--- src/rtl/truth_table_sweeper_pkg.sv ---
// -----------------------------------------------------------------------------
// truth_table_sweeper_pkg
//
// Shared definitions for the truth-table sweeper:
//   - state encoding localparams and the matching state enum
//   - case count / index width / settle counter width
//   - small helpers that turn a captured table into a mismatch mask and a
//     pass/fail flag
// -----------------------------------------------------------------------------
package truth_table_sweeper_pkg;

    // State encoding (2 bits)
    localparam logic [1:0] ST_IDLE   = 2'd0;
    localparam logic [1:0] ST_SETTLE = 2'd1;
    localparam logic [1:0] ST_SAMPLE = 2'd2;
    localparam logic [1:0] ST_DONE   = 2'd3;

    // Number of input cases for a 3-input block and the index width
    localparam int N_CASES = 8;
    localparam int IDX_W   = 3;

    // Settle counter width; covers SETTLE_CYCLES up to 15
    localparam int CNT_W   = 4;

    // Index of the final case in a sweep
    localparam logic [IDX_W-1:0] LAST_IDX = IDX_W'(N_CASES - 1);

    typedef enum logic [1:0] {
        STATE_IDLE   = ST_IDLE,
        STATE_SETTLE = ST_SETTLE,
        STATE_SAMPLE = ST_SAMPLE,
        STATE_DONE   = ST_DONE
    } state_t;

    // Per-case mismatch between an observed and an expected truth table
    function automatic logic [N_CASES-1:0] table_mismatch(
        input logic [N_CASES-1:0] observed,
        input logic [N_CASES-1:0] expected
    );
        return observed ^ expected;
    endfunction

    // A sweep fails if any case disagrees
    function automatic logic table_fail(input logic [N_CASES-1:0] mask);
        return |mask;
    endfunction

endpackage

--- src/rtl/truth_table_sweeper_settle_timer.sv ---
// -----------------------------------------------------------------------------
// truth_table_sweeper_settle_timer
//
// Counts the cycles a case has been held on the block under test.
//
// Ports:
//   clk  in   clock
//   rst  in   synchronous active-high reset
//   clr  in   return the count to zero on the next edge (wins over en)
//   en   in   advance the count by one on the next edge
//   tc   out  high while the count equals SETTLE_CYCLES-1, i.e. in the last
//             settle cycle of the current case
// -----------------------------------------------------------------------------
module truth_table_sweeper_settle_timer
    import truth_table_sweeper_pkg::*;
#(
    parameter int SETTLE_CYCLES = 2
)
(
    input  logic clk,
    input  logic rst,
    input  logic clr,
    input  logic en,
    output logic tc
);

    localparam logic [CNT_W-1:0] TC_VALUE = CNT_W'(SETTLE_CYCLES - 1);

    logic [CNT_W-1:0] count_r;

    // Settle cycle counter: clear has priority over enable
    always_ff @(posedge clk) begin
        if (rst) begin
            count_r <= {CNT_W{1'b0}};
        end else if (clr) begin
            count_r <= {CNT_W{1'b0}};
        end else if (en) begin
            count_r <= count_r + CNT_W'(1);
        end else begin
            count_r <= count_r;
        end
    end

    assign tc = (count_r == TC_VALUE);

endmodule

--- src/rtl/truth_table_sweeper.sv ---
// -----------------------------------------------------------------------------
// truth_table_sweeper
//
// Drives {A,B,C} through cases 0..7, waits SETTLE_CYCLES cycles per case,
// samples Y once per case and builds the observed truth table. At the end of
// the sweep the table is compared with EXPECTED.
//
// Ports:
//   clk            in   clock, rising edge
//   rst            in   synchronous active-high reset
//   start          in   sweep request, only looked at while idle
//   y_in           in   Y of the block under test
//   a_out/b_out/c_out out  case drive, A is the MSB of the case index
//   case_idx       out  current case index = {a_out,b_out,c_out}
//   busy           out  high while settling/sampling
//   done           out  one-cycle pulse at sweep completion
//   table_out      out  observed Y per case (bit i = case i)
//   mismatch_mask  out  table_out ^ EXPECTED, valid from done onward
//   fail           out  any mismatch, valid from done onward
// -----------------------------------------------------------------------------
module truth_table_sweeper
    import truth_table_sweeper_pkg::*;
#(
    parameter int                   SETTLE_CYCLES = 2,
    parameter logic [N_CASES-1:0]   EXPECTED      = 8'hE8
)
(
    input  logic               clk,
    input  logic               rst,
    input  logic               start,
    input  logic               y_in,
    output logic               a_out,
    output logic               b_out,
    output logic               c_out,
    output logic [IDX_W-1:0]   case_idx,
    output logic               busy,
    output logic               done,
    output logic [N_CASES-1:0] table_out,
    output logic [N_CASES-1:0] mismatch_mask,
    output logic               fail
);

    state_t             state_r;
    state_t             state_next_s;
    logic [IDX_W-1:0]   case_idx_r;
    logic [N_CASES-1:0] table_r;
    logic [N_CASES-1:0] table_next_s;
    logic [N_CASES-1:0] mismatch_r;
    logic               fail_r;
    logic               busy_r;
    logic               done_r;
    logic               timer_clr_s;
    logic               timer_en_s;
    logic               timer_tc_s;
    logic               accept_s;
    logic               last_case_s;

    assign last_case_s = (case_idx_r == LAST_IDX);

    truth_table_sweeper_settle_timer #(
        .SETTLE_CYCLES (SETTLE_CYCLES)
    ) u_settle_timer (
        .clk (clk),
        .rst (rst),
        .clr (timer_clr_s),
        .en  (timer_en_s),
        .tc  (timer_tc_s)
    );

    // Next-state and settle timer control
    always_comb begin
        state_next_s = state_r;
        timer_clr_s  = 1'b0;
        timer_en_s   = 1'b0;
        accept_s     = 1'b0;
        case (state_r)
            STATE_IDLE: begin
                if (start) begin
                    state_next_s = STATE_SETTLE;
                    timer_clr_s  = 1'b1;
                    accept_s     = 1'b1;
                end else begin
                    state_next_s = STATE_IDLE;
                end
            end
            STATE_SETTLE: begin
                timer_en_s = 1'b1;
                // tc marks the last of the SETTLE_CYCLES settle cycles
                if (timer_tc_s) begin
                    state_next_s = STATE_SAMPLE;
                end else begin
                    state_next_s = STATE_SETTLE;
                end
            end
            STATE_SAMPLE: begin
                if (last_case_s) begin
                    state_next_s = STATE_DONE;
                end else begin
                    state_next_s = STATE_SETTLE;
                    timer_clr_s  = 1'b1;
                end
            end
            STATE_DONE: begin
                state_next_s = STATE_IDLE;
            end
            default: begin
                state_next_s = STATE_IDLE;
            end
        endcase
    end

    // Table with the current case's Y merged in; used on the sample cycle
    always_comb begin
        table_next_s             = table_r;
        table_next_s[case_idx_r] = y_in;
    end

    // State, index, capture and result registers
    always_ff @(posedge clk) begin
        if (rst) begin
            state_r    <= STATE_IDLE;
            case_idx_r <= {IDX_W{1'b0}};
            table_r    <= {N_CASES{1'b0}};
            mismatch_r <= {N_CASES{1'b0}};
            fail_r     <= 1'b0;
            busy_r     <= 1'b0;
            done_r     <= 1'b0;
        end else begin
            state_r <= state_next_s;
            // busy/done follow the state being entered so they line up with it
            busy_r  <= (state_next_s == STATE_SETTLE) || (state_next_s == STATE_SAMPLE);
            done_r  <= (state_next_s == STATE_DONE);
            if (accept_s) begin
                case_idx_r <= {IDX_W{1'b0}};
                table_r    <= {N_CASES{1'b0}};
                mismatch_r <= {N_CASES{1'b0}};
                fail_r     <= 1'b0;
            end else if (state_r == STATE_SAMPLE) begin
                table_r <= table_next_s;
                if (last_case_s) begin
                    // Compare against the complete table so the result is
                    // already valid in the done cycle
                    mismatch_r <= table_mismatch(table_next_s, EXPECTED);
                    fail_r     <= table_fail(table_mismatch(table_next_s, EXPECTED));
                end else begin
                    case_idx_r <= case_idx_r + IDX_W'(1);
                end
            end else begin
                case_idx_r <= case_idx_r;
                table_r    <= table_r;
            end
        end
    end

    assign a_out         = case_idx_r[2];
    assign b_out         = case_idx_r[1];
    assign c_out         = case_idx_r[0];
    assign case_idx      = case_idx_r;
    assign busy          = busy_r;
    assign done          = done_r;
    assign table_out     = table_r;
    assign mismatch_mask = mismatch_r;
    assign fail          = fail_r;

endmodule

--- config.mk ---
export PLATFORM = sky130hd
export DESIGN_NAME = truth_table_sweeper
export DESIGN_NICKNAME = d
export VERILOG_FILES = /design/src/rtl/truth_table_sweeper_pkg.sv /design/src/rtl/truth_table_sweeper_settle_timer.sv /design/src/rtl/truth_table_sweeper.sv
export SDC_FILE = /design/constraint.sdc
export NUM_CORES = 1
export LEC_CHECK = 0
export ABC_AREA = 1
export BUFFER_PORTS_ARGS = -buffer_cell sky130_fd_sc_hd__buf_2
export CAP_MARGIN = 20
export CORE_MARGIN = 1.5
export CORE_UTILIZATION = 55
export DETAILED_ROUTE_END_ITERATION = 10
export PLACE_DENSITY = 0.8
export SLEW_MARGIN = 20
export SYNTH_ARGS = -nofsm -noshare
export SYNTH_HDL_FRONTEND = slang
export SYNTH_HIERARCHICAL = 1
export SYNTH_SLANG_ARGS = --single-unit
--- constraint.sdc ---
create_clock -name clk -period 2.5 [get_ports clk]
set_input_delay 0.375 -clock clk [delete_from_list [all_inputs] [get_ports clk]]
set_output_delay 0.375 -clock clk [all_outputs]
set_load 0.005 [all_outputs]
==> results <==
- During synthesis, Yosys emitted a total of 6 warnings.
- The post-synthesis sequential element count is 28.
- Summing internal, switching and leakage power gives 0.817 mW.
- For the final database, setup skew stands at 0.00642 ns.
- The run finished with clean final reports.
- Summing all placed instances gives a cell area of 1480 um^2.
- The multi-input combinational cells in the finished layout cover a total of 621 um^2.
- IR analysis of the VDD net gives a maximum drop of 0.000570 V.
- The number of global-route vias before repair came to 1127.
- Measured against its own limit, the worst slew margin works out to 66.0%.
- The number of standard-cell rows in the floorplan is 17.
- The detail-routed net length per standard cell is 11.5 um.
- The synthesized design devotes to its leading area cell type 40.5% of total area.
- The violation count after the first detailed-route iteration is 25.
- The count of antenna diodes in the layout is 0.
- The initial utilization of the core area, before any placement, comes to 60.2%.
- In this run the power density over the cells is 533 nW/um^2.
- The fraction of layout cells with a size suffix above 1 is 19.6%.
- Along the worst path, the maximum fanout reaches 12.
- After synthesis, the cell types taking the most area are sky130_fd_sc_hd__dfxtp_1, sky130_fd_sc_hd__nand2_1, sky130_fd_sc_hd__inv_1.
- The routed design has 2780 um of wire.
- Clock tree synthesis inserted a total of 3 buffers.
- The worst setup path is launched from a register.
- The global placer's final weighted congestion is 0.823.
- The clock-pin slew reported for the worst setup and hold paths after clock tree synthesis is 0.16 ns.
- The worst hold-check slack is 0.260 ns.
- Synthesis produced a netlist with a net count of 201.
- After clock tree synthesis, the setup repair step added 0 buffers.
- The cell count after synthesis came out at 192.
- The number of clock sinks is 28.
- The count of buffers inserted at the top-level ports is 28.
- The clock tree from TritonCTS is done.
- The number of iterations in the first detailed-routing pass is 4.
- At the pin with the least slew margin, the transition time is 0.508 ns.
- The type of the worst min-delay path is input port to register.
- The highest-utilization routing layer at the global route stage is met2.
- Counting the fill cells in the layout gives 201.
- The slack of the critical path is 0.537 ns.
- Global routing consumed, over all layers together, 22.9% of the routing resources.
- The met2 track utilization from global routing is 38.3%.
- The maximum buffer depth of the clock tree is 2.
- Cells fill 66.7% of the core in the end.
- The fraction of registers with async set or reset after synthesis is 0%.
- After synthesis, flip-flops and latches occupy 40.5% of the total area.
- Setup repair after global routing left no endpoint under its margin.
- Static timing analysis puts the maximum clock frequency at 509 MHz.
- The number of cells after detailed placement is 238.
- Data on the critical path is required at its endpoint by 2.78 ns.
- Global routing consumed, on the met1 layer, 29.0% of the routing resources.
- The synthesized netlist occupies a cell area of 1380 um^2.
- The remaining antenna violation count after routing is 0.
- The floorplan die area is 2830 um^2.
- The post-CTS resize count is 0.
- The floorplan die height is 53.2 um.
- Entering global routing, the biggest net connects 17 pins.
- The mean area per synthesized cell is 7.21 um^2.
- For the finished layout, the period the worst path requires is 1.96 ns.
- The worst-case setup slack after placement is 0.587 ns.
- The critical path capture point type is a register.
- The share of the cycle needed by the critical path after routing is 78.5%.
- The final HPWL from detailed placement is 2070 um.
- The top-level I/O count is 29.
- The setup violation total in the final timing report is 0.
- The storage element area is 561 um^2.
- For this block, the via count after detailed routing is 1282.
- The remaining design rule violation count is 0.
- For this design, the CTS-stage hold fixing added 0 buffers.
- The routed via count divided by cell count is 5.30.
- The core region is 2300 um^2.
- After synthesis, the most frequently instantiated cells are sky130_fd_sc_hd__nand2_1, sky130_fd_sc_hd__dfxtp_1, sky130_fd_sc_hd__inv_1.
- The growth of design area from synthesis to finish is 10.8%.
- In the final design database the tool counted 224 nets.
- The tree is rooted in a sky130_fd_sc_hd__clkbuf_4.
- The finished layout cell area is 1530 um^2.
- The cell leakage power is 0.830 nW.
- The final-report max-slew violation count was 0.
- The number of enable-type register cells in the synthesized netlist is 0.
- The tool flagged a number of max-cap violations equal to 0.
- The arrival time reported for the critical path endpoint is 2.25 ns.
- The initial antenna violation count is 0.
- sky130_fd_sc_hd__dfxtp_1 takes more of the synthesized area than any other cell.
- The leading cell type by number of instances after synthesis is sky130_fd_sc_hd__nand2_1.
- Once layout is complete, the cells apart from fillers number 242.
- The leading register cell type out of synthesis is sky130_fd_sc_hd__dfxtp_1.
- The number of failing hold endpoints at the final stage is 0.
- The critical path is of the register to register type.
- In this run the number of H-tree levels came out at 1.
- The number of distinct library cell variants in the gate-level netlist after synthesis is 25.
- The first global-routing pass estimated 4780 um of wire.
- The sum of overflow across all layers after global routing is 0.
- The met3 track demand over resource is 6.50%.
- For the worst-skew pair, the clock arrives at the later sink with an insertion delay of 0.33 ns.
- The overall die width is 53.2 um.
- For the final routed database, the setup TNS stands at 0 ns.
[report_power, final]
part	switching (mW)	internal [mW]
clock network	0.138	0.162
logic	0.0376	0.0183
registers	0.00668	0.454
total	0.182	0.634
[flip-flops by register name, summed over array words and instances (netlist names)]
name	flops
table_out	8
busy	1
case_idx	3
fail	1
u_settle_timer/count_r	4
mismatch_mask	8
state_r	2
done	1
[worst max-delay path: stages (launching register included)]
cell and delay (ns):
sky130_fd_sc_hd__dfxtp_1 0.61, sky130_fd_sc_hd__ha_1 0.23, sky130_fd_sc_hd__ha_1 0.16, sky130_fd_sc_hd__or2_0 0.30
sky130_fd_sc_hd__nand2_1 0.09, sky130_fd_sc_hd__nor2_1 0.24, sky130_fd_sc_hd__o21ai_0 0.15, sky130_fd_sc_hd__a21oi_1 0.14
[cell type report]
type	count	area share [%]
well taps	28	2.29
clock buffers	3	1.47
repair buffers	28	9.14
flip-flops and latches	28	36.6
clock inverters	1	1.96
inverters	32	8.08
multi-input cells	122	40.5
[logic make-up (layout without fill, tap and decap cells)]
kind of cell / count (synthesis) / in the layout / synth area share [%]
fa+ha+maj: 5 / 5 / 4.52
buf+inv: 42 / 64 / 14.6
simple gates: 82 / 82 / 26.0
flops: 28 / 28 / 40.5
compound gates: 35 / 35 / 14.3
[cells in the final DEF, fill, tap and decap left out, drive strengths merged]
master   n
nand2   39
inv     31
dfxtp   28
buf     28
nor2    25
o21ai   17
nand3   11
a21oi    9
o211ai   7
ha       5
nand4    4
clkbuf   3
o21a     2
or2      2
clkinv   1
bufinv   1
nor3b    1
[worst paths after layout]
kind | slack (ns) | startpoint | endpoint | cells after the start
max | 0.54 | case_idx[0]$_SDFFE_PP0P_ | u_settle_timer/count_r[1]$_SDFFE_PP0P_ | 7
min | 0.26 | rst | busy$_SDFF_PP0_ | 2
max reg2reg | 0.54 | case_idx[0]$_SDFFE_PP0P_ | u_settle_timer/count_r[1]$_SDFFE_PP0P_ | 7
min reg2reg | 0.52 | mismatch_mask[0]$_SDFFE_PP0P_ | mismatch_mask[0]$_SDFFE_PP0P_ | 2
[layer usage]
layer / share of wire [%] / vias up
li1: - / 656
met1: 46 / 584
met2: 47 / 40
met3: 6.1 / 2
met4: 0.50 / 0
met5: 0 / -
No activity file was read; power rests on OpenSTA's default activity.
